### config.mk
export PLATFORM = sky130hd
export DESIGN_NAME = cascade_mod_counter
export DESIGN_NICKNAME = d
export VERILOG_FILES = /design/src/rtl/cascade_mod_counter_pkg.sv /design/src/rtl/cascade_mod_counter_digit.sv /design/src/rtl/cascade_mod_counter.sv
export SDC_FILE = /design/constraint.sdc
export NUM_CORES = 1
export LEC_CHECK = 0
export ABC_AREA = 1
export CAP_MARGIN = 20
export CORE_ASPECT_RATIO = 0.5
export CORE_UTILIZATION = 40
export CTS_CLUSTER_DIAMETER = 80
export DETAILED_ROUTE_END_ITERATION = 8
export HOLD_SLACK_MARGIN = 0.12
export MAX_ROUTING_LAYER = met4
export PLACE_DENSITY = 0.66
export SLEW_MARGIN = 25
export SYNTH_ARGS = -nofsm -noshare
export SYNTH_HDL_FRONTEND = slang
export SYNTH_HIERARCHICAL = 1
export SYNTH_SLANG_ARGS = --single-unit
### constraint.sdc
create_clock -name clk -period 3.85 [get_ports clk]
set_clock_uncertainty 0.15 [all_clocks]
set_input_delay 0.5775 -clock clk [delete_from_list [all_inputs] [get_ports clk]]
set_output_delay 0.5775 -clock clk [all_outputs]
set_load 0.01 [all_outputs]
### src/rtl/cascade_mod_counter_pkg.sv
// rtl/cascade_mod_counter_pkg.sv - shared types, defaults and parameter checks for cascade_mod_counter
package cascade_mod_counter_pkg;

  localparam int unsigned DIGIT_W_DEF = 4;
  localparam int unsigned MODULUS_DEF = 10;

  typedef logic [DIGIT_W_DEF-1:0] digit_t;

  typedef enum logic [1:0] {
    OP_HOLD = 2'd0,
    OP_CLR  = 2'd1,
    OP_LOAD = 2'd2,
    OP_CNT  = 2'd3
  } op_e;

  function automatic bit modulus_ok(input int unsigned w, input int unsigned m);
    return (w >= 1) && (w <= 30) && (m >= 2) && (m <= (32'd1 << w));
  endfunction

endpackage

### src/rtl/cascade_mod_counter_digit.sv
// rtl/cascade_mod_counter_digit.sv - one modulo-MODULUS digit register (module mod_counter_digit)
module mod_counter_digit
  import cascade_mod_counter_pkg::*;
#(
  parameter int unsigned DIGIT_W = DIGIT_W_DEF,
  parameter int unsigned MODULUS = MODULUS_DEF
) (
  input  logic               clk,
  input  logic               rst,
  input  logic               inc,
  input  logic               dec,
  input  logic               clr,
  input  logic               load,
  input  logic [DIGIT_W-1:0] ld_val,
  output logic [DIGIT_W-1:0] value,
  output logic               at_max,
  output logic               at_zero,
  output logic               clamp
);

  // MODULUS may equal 2**DIGIT_W, so the range compare needs one extra bit.
  localparam logic [DIGIT_W:0]   MOD_C = (DIGIT_W+1)'(MODULUS);
  localparam logic [DIGIT_W-1:0] MAX_V = DIGIT_W'(MODULUS - 1);

  logic [DIGIT_W-1:0] value_q, value_d;

  assign value   = value_q;
  assign at_max  = (value_q == MAX_V);
  assign at_zero = (value_q == '0);
  assign clamp   = ({1'b0, ld_val} >= MOD_C);

  always_comb begin
    value_d = value_q;
    if (clr) begin
      value_d = '0;
    end else if (load) begin
      value_d = clamp ? MAX_V : ld_val;
    end else if (inc) begin
      value_d = at_max ? '0 : value_q + DIGIT_W'(1);
    end else if (dec) begin
      value_d = at_zero ? MAX_V : value_q - DIGIT_W'(1);
    end
  end

  always_ff @(posedge clk or negedge rst) begin
    if (!rst) begin
      value_q <= '0;
    end else begin
      value_q <= value_d;
    end
  end

endmodule

### src/rtl/cascade_mod_counter.sv
// rtl/cascade_mod_counter.sv - cascaded multi-digit modulo counter; define CNT_SATURATE_EN to saturate
// instead of wrapping at full range.
module cascade_mod_counter
  import cascade_mod_counter_pkg::*;
#(
  parameter int unsigned DIGITS  = 4,
  parameter int unsigned DIGIT_W = 4,
  parameter int unsigned MODULUS = 10
) (
  input  logic                      clk,
  input  logic                      rst,
  input  logic                      en,
  input  logic                      up,
  input  logic                      clr,
  input  logic                      load,
  input  logic [DIGITS*DIGIT_W-1:0] load_val,
  output logic [DIGITS*DIGIT_W-1:0] count,
  output logic                      tc,
  output logic                      ovf,
  output logic                      load_err
);

  if (!modulus_ok(DIGIT_W, MODULUS) || (DIGITS < 1)) begin : g_bad_param
    $error("cascade_mod_counter: MODULUS must lie in 2..2**DIGIT_W and DIGITS must be >= 1");
  end

  op_e               op;
  logic              step_en;
  logic [DIGITS-1:0] at_max, at_zero, clamp, inc, dec;
  logic              ovf_q, ovf_d;
  logic              load_err_q, load_err_d;

  always_comb begin
    op = OP_HOLD;
    if (clr)       op = OP_CLR;
    else if (load) op = OP_LOAD;
    else if (en)   op = OP_CNT;
  end

  assign tc = en & (up ? (&at_max) : (&at_zero));

`ifdef CNT_SATURATE_EN
  assign step_en = (op == OP_CNT) & ~tc;
`else
  assign step_en = (op == OP_CNT);
`endif

  // Prefix-AND of lower digits, expanded per digit so every carry settles in one edge.
  always_comb begin
    logic all_max, all_zero;
    inc = '0;
    dec = '0;
    for (int i = 0; i < int'(DIGITS); i++) begin
      all_max  = 1'b1;
      all_zero = 1'b1;
      for (int j = 0; j < i; j++) begin
        all_max  = all_max & at_max[j];
        all_zero = all_zero & at_zero[j];
      end
      inc[i] = step_en & up & all_max;
      dec[i] = step_en & ~up & all_zero;
    end
  end

  for (genvar g = 0; g < int'(DIGITS); g++) begin : g_digit
    mod_counter_digit #(
      .DIGIT_W (DIGIT_W),
      .MODULUS (MODULUS)
    ) u_digit (
      .clk     (clk),
      .rst     (rst),
      .inc     (inc[g]),
      .dec     (dec[g]),
      .clr     (op == OP_CLR),
      .load    (op == OP_LOAD),
      .ld_val  (load_val[g*DIGIT_W +: DIGIT_W]),
      .value   (count[g*DIGIT_W +: DIGIT_W]),
      .at_max  (at_max[g]),
      .at_zero (at_zero[g]),
      .clamp   (clamp[g])
    );
  end

  always_comb begin
    ovf_d      = ovf_q;
    load_err_d = 1'b0;
    case (op)
      OP_CLR:  ovf_d = 1'b0;
      OP_LOAD: load_err_d = |clamp;
      OP_CNT:  if (tc) ovf_d = 1'b1;
      default: ;
    endcase
  end

  always_ff @(posedge clk or negedge rst) begin
    if (!rst) begin
      ovf_q      <= 1'b0;
      load_err_q <= 1'b0;
    end else begin
      ovf_q      <= ovf_d;
      load_err_q <= load_err_d;
    end
  end

  assign ovf      = ovf_q;
  assign load_err = load_err_q;

endmodule
==> Word level (Yosys, flattened, before mapping) <==
Index checks and enable logic that the tools add are counted.
{ "totals": {"register_bits": 18, "inputBits": 22, "out_inout_bits": 19, "wordCells": 88} }
{ "classes": {"n_addsub": 8, "magnitude_cmp": 4, "eq_ne": 8, "muxes": 35, "bitwise": 14, "reduce_logical": 13} }
{ "op_table": {"columns": ["operator", "count"], "rows": [
  ["$mux 4", 28],
  ["$add 4x1->4 const B", 4],
  ["$eq 4x4->1 const B", 4],
  ["$ge 4x4->1 const B", 4],
  ["$logic_not 4->1", 4],
  ["$reduce_bool 4->1", 4],
  ["$sub 4x1->4 const B", 4],
  ["$and 1x1->1", 13],
  ["$reduce_and 4->1", 2],
  ["$mux 2", 3],
  ["$eq 2x2->1 const B", 2],
  ["$reduce_or 4->1", 1],
  ["$mux 1", 3],
  ["$eq 2x1->1 const B", 1],
  ["$ne 2x2->1 const B", 1],
  ["$pmux 1 s2", 1],
  ["$reduce_and 2->1", 1],
  ["$reduce_bool 2->1", 1],
  ["$not 1->1", 1]
]} }

==> Depth between registers and ports, before layout <==
Gate-level depths: netlist of the first run.
{ "logic_depth": {"depth_word": 10, "ltp_mapped": 13, "depth_no_buf": 13} }

==> Cells and area by module <==
Netlist of the first run, hierarchy kept.
{ "by_module_without_submodules": {"columns": ["mod", "n_inst", "cells_per_inst", "area_per_inst_um2", "seq_area_each_um2"], "rows": [
  ["mod_counter_digit", 4, 63, 359.1, 100.1],
  ["cascade_mod_counter", 1, 40, 227.7, 50.0]
]} }

==> Worst setup path after synthesis of the first run <==
OpenSTA, ideal clock, no wires.
{ "synth_path": {"kind": "register to register", "from": "reg g_digit[0].u_digit.value_q[3]", "to": "reg g_digit[1].u_digit.value_q[1]", "setup_time_ps": 65, "t_arrival_ps": 1858, "required_ps": 3635, "path_slack_ps": 1777, "stages_incl_launch_ff": 13, "path_buffers": 0, "synth_period_minus_slack_ps": 2073, "cell_sequence": "dfrtp_1 inv_1 nor2_1 nand2_1 inv_1 nand2_1 nor4_1 inv_1 nand3_2 nand2_1 a21oi_1 o21ai_1 nand2_1"} }
{ "synth_via": {"elab_chain_len": 5, "elab_cells_between_ends": 8, "classes_between": "eq/ne (1); mux (3); bitwise (2); reduce/logical (2)"} }
{ "synth_lines": {"columns": ["item", "line", "rtl"], "rows": [
  ["start, declared", "cascade_mod_counter_digit.sv:25", "logic [DIGIT_W-1:0] value_q, value_d;"],
  ["start signal, assigned", "cascade_mod_counter_digit.sv:49", "value_q <= value_d;"],
  ["$eq 4x4->1 (*)", "cascade_mod_counter_digit.sv:28", "assign at_max = (value_q == MAX_V);"],
  ["named net at_max[0]", "cascade_mod_counter.sv:29", "logic [DIGITS-1:0] at_max, at_zero, clamp, inc, dec;"],
  ["$and 1x1->1 (*)", "cascade_mod_counter.sv:60", "inc[i] = step_en & up & all_max;"],
  ["named net inc[1]", "cascade_mod_counter.sv:29", null],
  ["$mux 4", "cascade_mod_counter_digit.sv:38", "end else if (inc) begin"],
  ["$mux 4", "cascade_mod_counter_digit.sv:36", "end else if (load) begin"],
  ["$mux 4", "cascade_mod_counter_digit.sv:34", "if (clr) begin"],
  ["end signal, assigned", "cascade_mod_counter_digit.sv:49", null],
  ["end, declared", "cascade_mod_counter_digit.sv:25", null]
]} }
Mark *: on every way through the listed nets, which the timed path passes. The rest lies on a longest branch.
A chain may end at the register's enable or synchronous reset.

==> Worst setup path after layout of the first run <==
{ "layout_path": {"from": "in up", "to": "out tc"} }
{ "layout_via": {"elab_chain_len": 2} }
{ "layout_lines": {"columns": ["item", "line", "rtl"], "rows": [
  ["start, declared", "cascade_mod_counter.sv:13", "input logic up,"],
  ["$mux 1", "cascade_mod_counter.sv:40", "assign tc = en & (up ? (&at_max) : (&at_zero));"],
  ["$and 1x1->1", "cascade_mod_counter.sv:40", null],
  ["end, declared", "cascade_mod_counter.sv:18", "output logic tc,"]
]} }
No other way between the ends.

==> impl_metrics.py, run 1 <==
metrics = {
    "die": {
        "die_area_um2": 4440,
        "fp.dieH_um": 47.6,
        "ios": 41,
        "coreArea_um2": 3940,
        "dieWidth_um": 93.2,
        "start_util_pct": 42.2,
        "num_rows": 16,
    },
    "sta": {
        "timing.final.crit_share_pct": 74.9,
        "final.setup.tns_ns": 0,
        "whs_ns": 0.113,
        "maxSlewHeadroom_pct": 42.0,
        "finalHoldViolCount": 0,
        "final-setup-viol-count": 0,
        "maxSlewViolCount": 0,
        "fin_crit_ns": 2.88,
        "fmax_mhz": 347,
        "rsz0062_at_grt": "false",
        "tightestPinTransition_ns": 0.862,
        "setup_ws_ns": 0.967,
    },
    "synth": {
        "synth.area.top_cells": "dfrtp_1, nand2_1, inv_1, nand3_1, nor2_1",
        "synth_top_area_share_pct": 27.1,
        "avgSynthCellArea_um2": 5.70,
        "synth.net_count": 314,
        "ys_ff_latch": 18,
        "yosysSeqAreaShare_pct": 27.1,
        "syn_area_um2": 1660,
        "syn_inst": 292,
        "yosys.area.top_type": "dfrtp_1",
        "synth-warning-count": 6,
        "synth.distinct_cells": 21,
    },
    "critical_path": {
        "crit_required_ns": 3.12,
        "critPathLaunchType": "primary input",
        "cp-end-kind": "output pin",
        "slowest_delay_ns": 0.55,
        "arrival_ns": 2.16,
        "crit_family": "buffers and inverters",
        "crit_fanout": 4,
        "crit_path_top_delay_cell": "clkdlybuf4s50_1",
        "critical_path_class": "primary input to output pin",
        "critPathBufInv": 2,
        "crit_chain": "clkdlybuf4s50_1 -> nand2_1 -> nor2_1 -> nand2_1 -> a21oi_1 -> clkdlybuf4s50_1",
        "reg2reg_slack_ns": 1.40,
    },
    "routing": {
        "via_per_inst": 4.97,
        "routed_wl_mm": 4.48,
        "num_vias": 1930,
        "drtPass1Iterations": 4,
        "drc": 0,
        "postRouteAntennaNets": 0,
        "wire_per_inst_um": 11.5,
        "drt_iter0_markers": 60,
    },
    "clock_network": {
        "clk_path_buf_depth": 2,
        "clk_latency_ns": 0.26,
        "cts_tree": "yes",
        "clock-sinks": 18,
        "cts_resized": 0,
        "cts_setup_buffers": 0,
        "cts_root_buf": "clkbuf_8",
        "path_clk_slew_ns": 0.08,
        "cts_buffers": 3,
        "htree_levels": 1,
        "holdBufCountCts": 0,
    },
    "pwr": {
        "power_density_nw_per_um2": 336,
        "peakVddDrop_mv": 0.157,
        "p_leak_nw": 1.19,
    },
    "cells_and_area": {
        "fillCellCount": 385,
        "diodes": 0,
        "final_nets": 358,
        "syn2layout_area_growth_pct": 30.1,
        "drive_above_1_share_pct": 6.89,
    },
    "global_routing": {
        "grt_max_degree": 21,
        "grt_pass1_vias": 1491,
        "antenna_found_initial": 0,
        "grt_pass1_wl_mm": 6.90,
        "grt_overflow": 0,
        "grt_usage_pct": 20.9,
    },
    "placed_design": {
        "dp_slack_ns": 0.965,
        "io_buffers": 40,
        "place.detailed.hpwl_mm": 3.51,
        "gp_congestion": 0.901,
    },
    "job": {
        "cap_violations": 0,
    },
    "worst_hold_path": {
        "hp-class": "primary input to async pin",
    },
    "outcome": {
        "status": "finished clean",
    },
}
[cell families (layout without fill, tap and decap cells)]
family                 after synthesis  count (layout)  synth area share, %
AOI/OAI and AO/OA                   37              37                 12.0
buffers and inverters               60             102                 13.5
DFF                                 18              18                 27.1
and+or+nand+nor                    177             177                 47.4
[registers in the layout, indices dropped and copies added (netlist names)]
name / count
load_err: 1
g_digit.u_digit/value: 16
ovf: 1
[layout by cell type (no fill, tap or decap)]
master | netlist | routed
a21oi_1 | 13 | 13
and3_1 | 1 | 1
buf_2 | 0 | 1
clkbuf_8 | 0 | 3
clkdlybuf4s50_1 | 0 | 39
dfrtp_1 | 18 | 18
inv_1 | 51 | 51
inv_2 | 8 | 8
nand2_1 | 91 | 91
nand2_2 | 1 | 1
nand3_1 | 30 | 30
nand3_2 | 4 | 4
nand4_1 | 4 | 4
nor2_1 | 30 | 30
nor2_2 | 4 | 4
nor3_1 | 8 | 8
nor3_4 | 1 | 1
nor3b_2 | 1 | 1
nor4_1 | 2 | 2
o211ai_1 | 4 | 4
o21ai_0 | 8 | 8
o21ai_1 | 8 | 8
o22ai_1 | 4 | 4
[synthesized netlist by cell type]
library cell and count:
nand3_2 4, nor3b_2 1, o21ai_1 8, o22ai_1 4
a21oi_1 13, nand2_1 91, nand4_1 4, nor2_2 4
o211ai_1 4, o21ai_0 8, nor4_1 2, clkbuf_1 1
nor2_1 30, nand2_2 1, dfrtp_1 18, and3_1 1
inv_2 8, nor3_1 8, inv_1 51, nor3_4 1
nand3_1 30
[area by class of cell]
| cell class | instances | area, um^2 | share of cell area (%) |
|---|---|---|---|
| clock buffers | 3 | 41.3 | 1.91 |
| inverters | 59 | 221 | 10.2 |
| multi-input cells | 214 | 988 | 45.7 |
| flip-flops and latches | 18 | 450 | 20.8 |
| well taps | 54 | 67.6 | 3.12 |
| repair buffers | 40 | 395 | 18.3 |
[per-stage QoR]
step                util [%]  instances  power [W]  cell area (um^2)
detailed placement      54.0        385   0.000589              2130
floorplan                  -        292   0.000457              1660
global route            54.9        388   0.000788              2160
global placement        54.0        385   0.000583              2130
finish                  54.9        388   0.000727              2160
CTS                     55.0        388   0.000733              2170
[worst paths after layout]
| path | from | endpoint | cells past startpoint |
|---|---|---|---|
| worst max-delay path | up | tc | 6 |
| worst min register to register | ovf | ovf | 2 |
| min in group clk | ovf | ovf | 2 |
| worst min-delay path | rst | g_digit[2].u_digit/value[3] | 1 |
| worst max register to register | g_digit[0].u_digit/value[3] | g_digit[1].u_digit/value[1] | 12 |
| max in group asynchronous | rst | g_digit[0].u_digit/value[0] | 1 |
[routing by layer]
layer | part of all wire (%) | GRT usage [%] | up-vias
li1 | - | - | 1014
met1 | 53 | 28.8 | 877
met2 | 44 | 33.4 | 37
met3 | 3.7 | 3.81 | 2
met4 | 0.18 | 2.77 | 0
met5 | 0 | - | -
[power breakdown]
part	leakage, nW	internal, W	switching (W)	total, W
clock network	0.0216	0.0000698	0.0000699	0.000140
registers	0.234	0.000216	0.0000480	0.000264
logic	0.931	0.000144	0.000179	0.000323
Power figures use the tool's default switching activity.
==> inputs of run 2 (changes only) <==
==> constraint.sdc (replaced) <==
create_clock -name clk -period 2.8 [get_ports clk]
set_clock_uncertainty 0.15 [all_clocks]
set_input_delay 0.42 -clock clk [delete_from_list [all_inputs] [get_ports clk]]
set_output_delay 0.42 -clock clk [all_outputs]
set_load 0.01 [all_outputs]
==> impl_metrics.py, run 2 (synthesis gave the netlist of run 1 again) <==
metrics = {
    "routing": {
        "via_per_inst": 4.95,
        "drtPass1Iterations": 4,
        "num_vias": 1942,
        "postRouteAntennaNets": 0,
        "routed_wl_mm": 4.31,
        "wire_per_inst_um": 11.0,
        "drt_iter0_markers": 63,
        "met3_length_um": 183,
        "drc": 0,
        "top_layer": "met4",
        "wl_met1_mm": 2.33,
        "met2WireLength_mm": 1.78,
    },
    "cells_and_area": {
        "final_cell_mix": "nand2_1, inv_1, clkdlybuf4s50_1, nor2_1, nand3_1",
        "mostFrequentLayoutCell": "nand2_1",
        "syn2layout_area_growth_pct": 32.2,
        "diodes": 0,
        "drive_above_1_share_pct": 7.69,
        "stdcell_area_um2": 2200,
        "largest_register_ffs": 16,
        "final_nets": 362,
    },
    "worst_hold_path": {
        "hp-class": "primary input to async pin",
    },
    "sta": {
        "final.setup.tns_ns": 0,
        "maxSlewHeadroom_pct": 61.0,
        "whs_ns": 0.337,
        "setup_ws_ns": 0.178,
        "finalHoldViolCount": 0,
        "final-setup-viol-count": 0,
        "maxSlewViolCount": 0,
        "tightestPinTransition_ns": 0.584,
        "fin_crit_ns": 2.62,
        "timing.final.crit_share_pct": 93.6,
        "fmax_mhz": 381,
    },
    "clock_network": {
        "htree_levels": 1,
        "path_clk_slew_ns": 0.07,
        "cts_root_buf": "clkbuf_8",
        "holdBufCountCts": 0,
        "clock-sinks": 18,
        "cts_buffers": 3,
        "cts_setup_buffers": 0,
        "clk_path_buf_depth": 2,
        "clk_latency_ns": 0.26,
        "cts_resized": 0,
        "cts_tree": "yes",
    },
    "critical_path": {
        "cp-end-kind": "output pin",
        "crit_chain": "nor2_1 -> nand3_1 -> inv_2 -> nand2_1 -> inv_1 -> nand3_1 -> a21oi_1 -> clkdlybuf4s50_1",
        "crit_fanout": 8,
        "critPathLaunchType": "register",
        "startpoint": "g_digit[3].u_digit/value[1]",
        "critical_path_class": "register to output pin",
        "arrival_ns": 2.05,
        "reg2reg_from": "g_digit[1].u_digit/value[3]",
        "crit_top_cell": "nand3_1",
        "crit_family": "buffers and inverters",
        "critPathBufInv": 3,
        "slowest_delay_ns": 0.55,
        "crit_path_top_delay_cell": "clkdlybuf4s50_1",
        "crit_required_ns": 2.23,
    },
    "job": {
        "cap_violations": 0,
    },
    "global_routing": {
        "grt_usage_pct": 20.9,
        "grt_pass1_vias": 1519,
        "grt_pass1_wl_mm": 6.89,
        "grt_overflow": 0,
        "antenna_found_initial": 0,
        "grt_max_degree": 21,
    },
    "placed_design": {
        "place_area_um2": 2150,
        "dp_slack_ns": 0.284,
        "gp_congestion": 0.884,
        "place.detailed.hpwl_mm": 3.46,
        "io_buffers": 40,
    },
    "die": {
        "dieWidth_um": 93.2,
        "ios": 41,
        "coreArea_um2": 3940,
        "num_rows": 16,
        "die_area_um2": 4440,
        "start_util_pct": 42.2,
        "fp.dieH_um": 47.6,
    },
    "pwr": {
        "power_density_nw_per_um2": 456,
        "pwr-share-clk_pct": 18.8,
        "peakVddDrop_mv": 0.179,
        "p_comb_share_pct": 45.1,
        "power.switching_w": 0.000408,
        "intPower_w": 0.000595,
        "finalPower_w": 0.00100,
        "switching_share_pct": 40.6,
        "seqPwrFrac_pct": 36.1,
        "p_leak_nw": 1.21,
    },
    "outcome": {
        "status": "finished clean",
    },
}
run 2: cell types whose count changed in the layout (fill, tap and decap cells not counted), sizes merged:
cell,delta
clkdlybuf4s50,+1
buf,+3
run 2: path summary, 6_finish.rpt:
kind | to | slack (ns) | cells after the start
hold reg to reg | ovf | 0.34 | 2
setup reg to reg | g_digit[3].u_digit/value[1] | 0.71 | 13
max in group asynchronous | g_digit[0].u_digit/value[0] | 1.95 | 2
setup / recovery | tc | 0.18 | 8
min in group clk | ovf | 0.34 | 2
hold / removal | g_digit[2].u_digit/value[3] | 0.34 | 2
run 2: worst reg2reg max path, stage by stage (launching register included):
cell	delay, ns
dfrtp_1	0.42
inv_1	0.10
nor2_1	0.12
nand2_1	0.11
inv_1	0.09
inv_1	0.04
nor2_1	0.12
and3_1	0.30
inv_1	0.11
nand3_2	0.12
nand2_1	0.09
a21oi_1	0.11
o21ai_1	0.09
nand2_1	0.06
run 2: per-layer routing:
| layer | vias up | global-route usage (%) |
|---|---|---|
| met5 | - | - |
| met1 | 870 | 29.9 |
| li1 | 1020 | - |
| met2 | 48 | 30.7 |
| met3 | 4 | 4.60 |
| met4 | 0 | 3.08 |
run 2: layout make-up:
class                   instances  area [um^2]
fillers                       400         1740
multi-input cells             214          988
flip-flops and latches         18          450
repair buffers                 44          430
inverters                      59          221
well taps                      54         67.6
clock buffers                   3         41.3
run 2: stage by stage:
| stage | util, % | std cells |
|---|---|---|
| finish | 55.8 | 392 |
| global route | 55.8 | 392 |
| CTS | 55.6 | 391 |
| detailed placement | 54.5 | 388 |
| global placement | 54.5 | 388 |
| floorplan | - | 292 |
run 2: power by group through the flow:
stage	clock network, W	logic (W)	registers [W]
after floorplan	0	0.000257	0.000372
after global placement	0	0.000439	0.000365
after detailed placement	0	0.000444	0.000367
after CTS	0.000194	0.000446	0.000362
after global routing	0.000206	0.000509	0.000372
final	0.000189	0.000452	0.000362
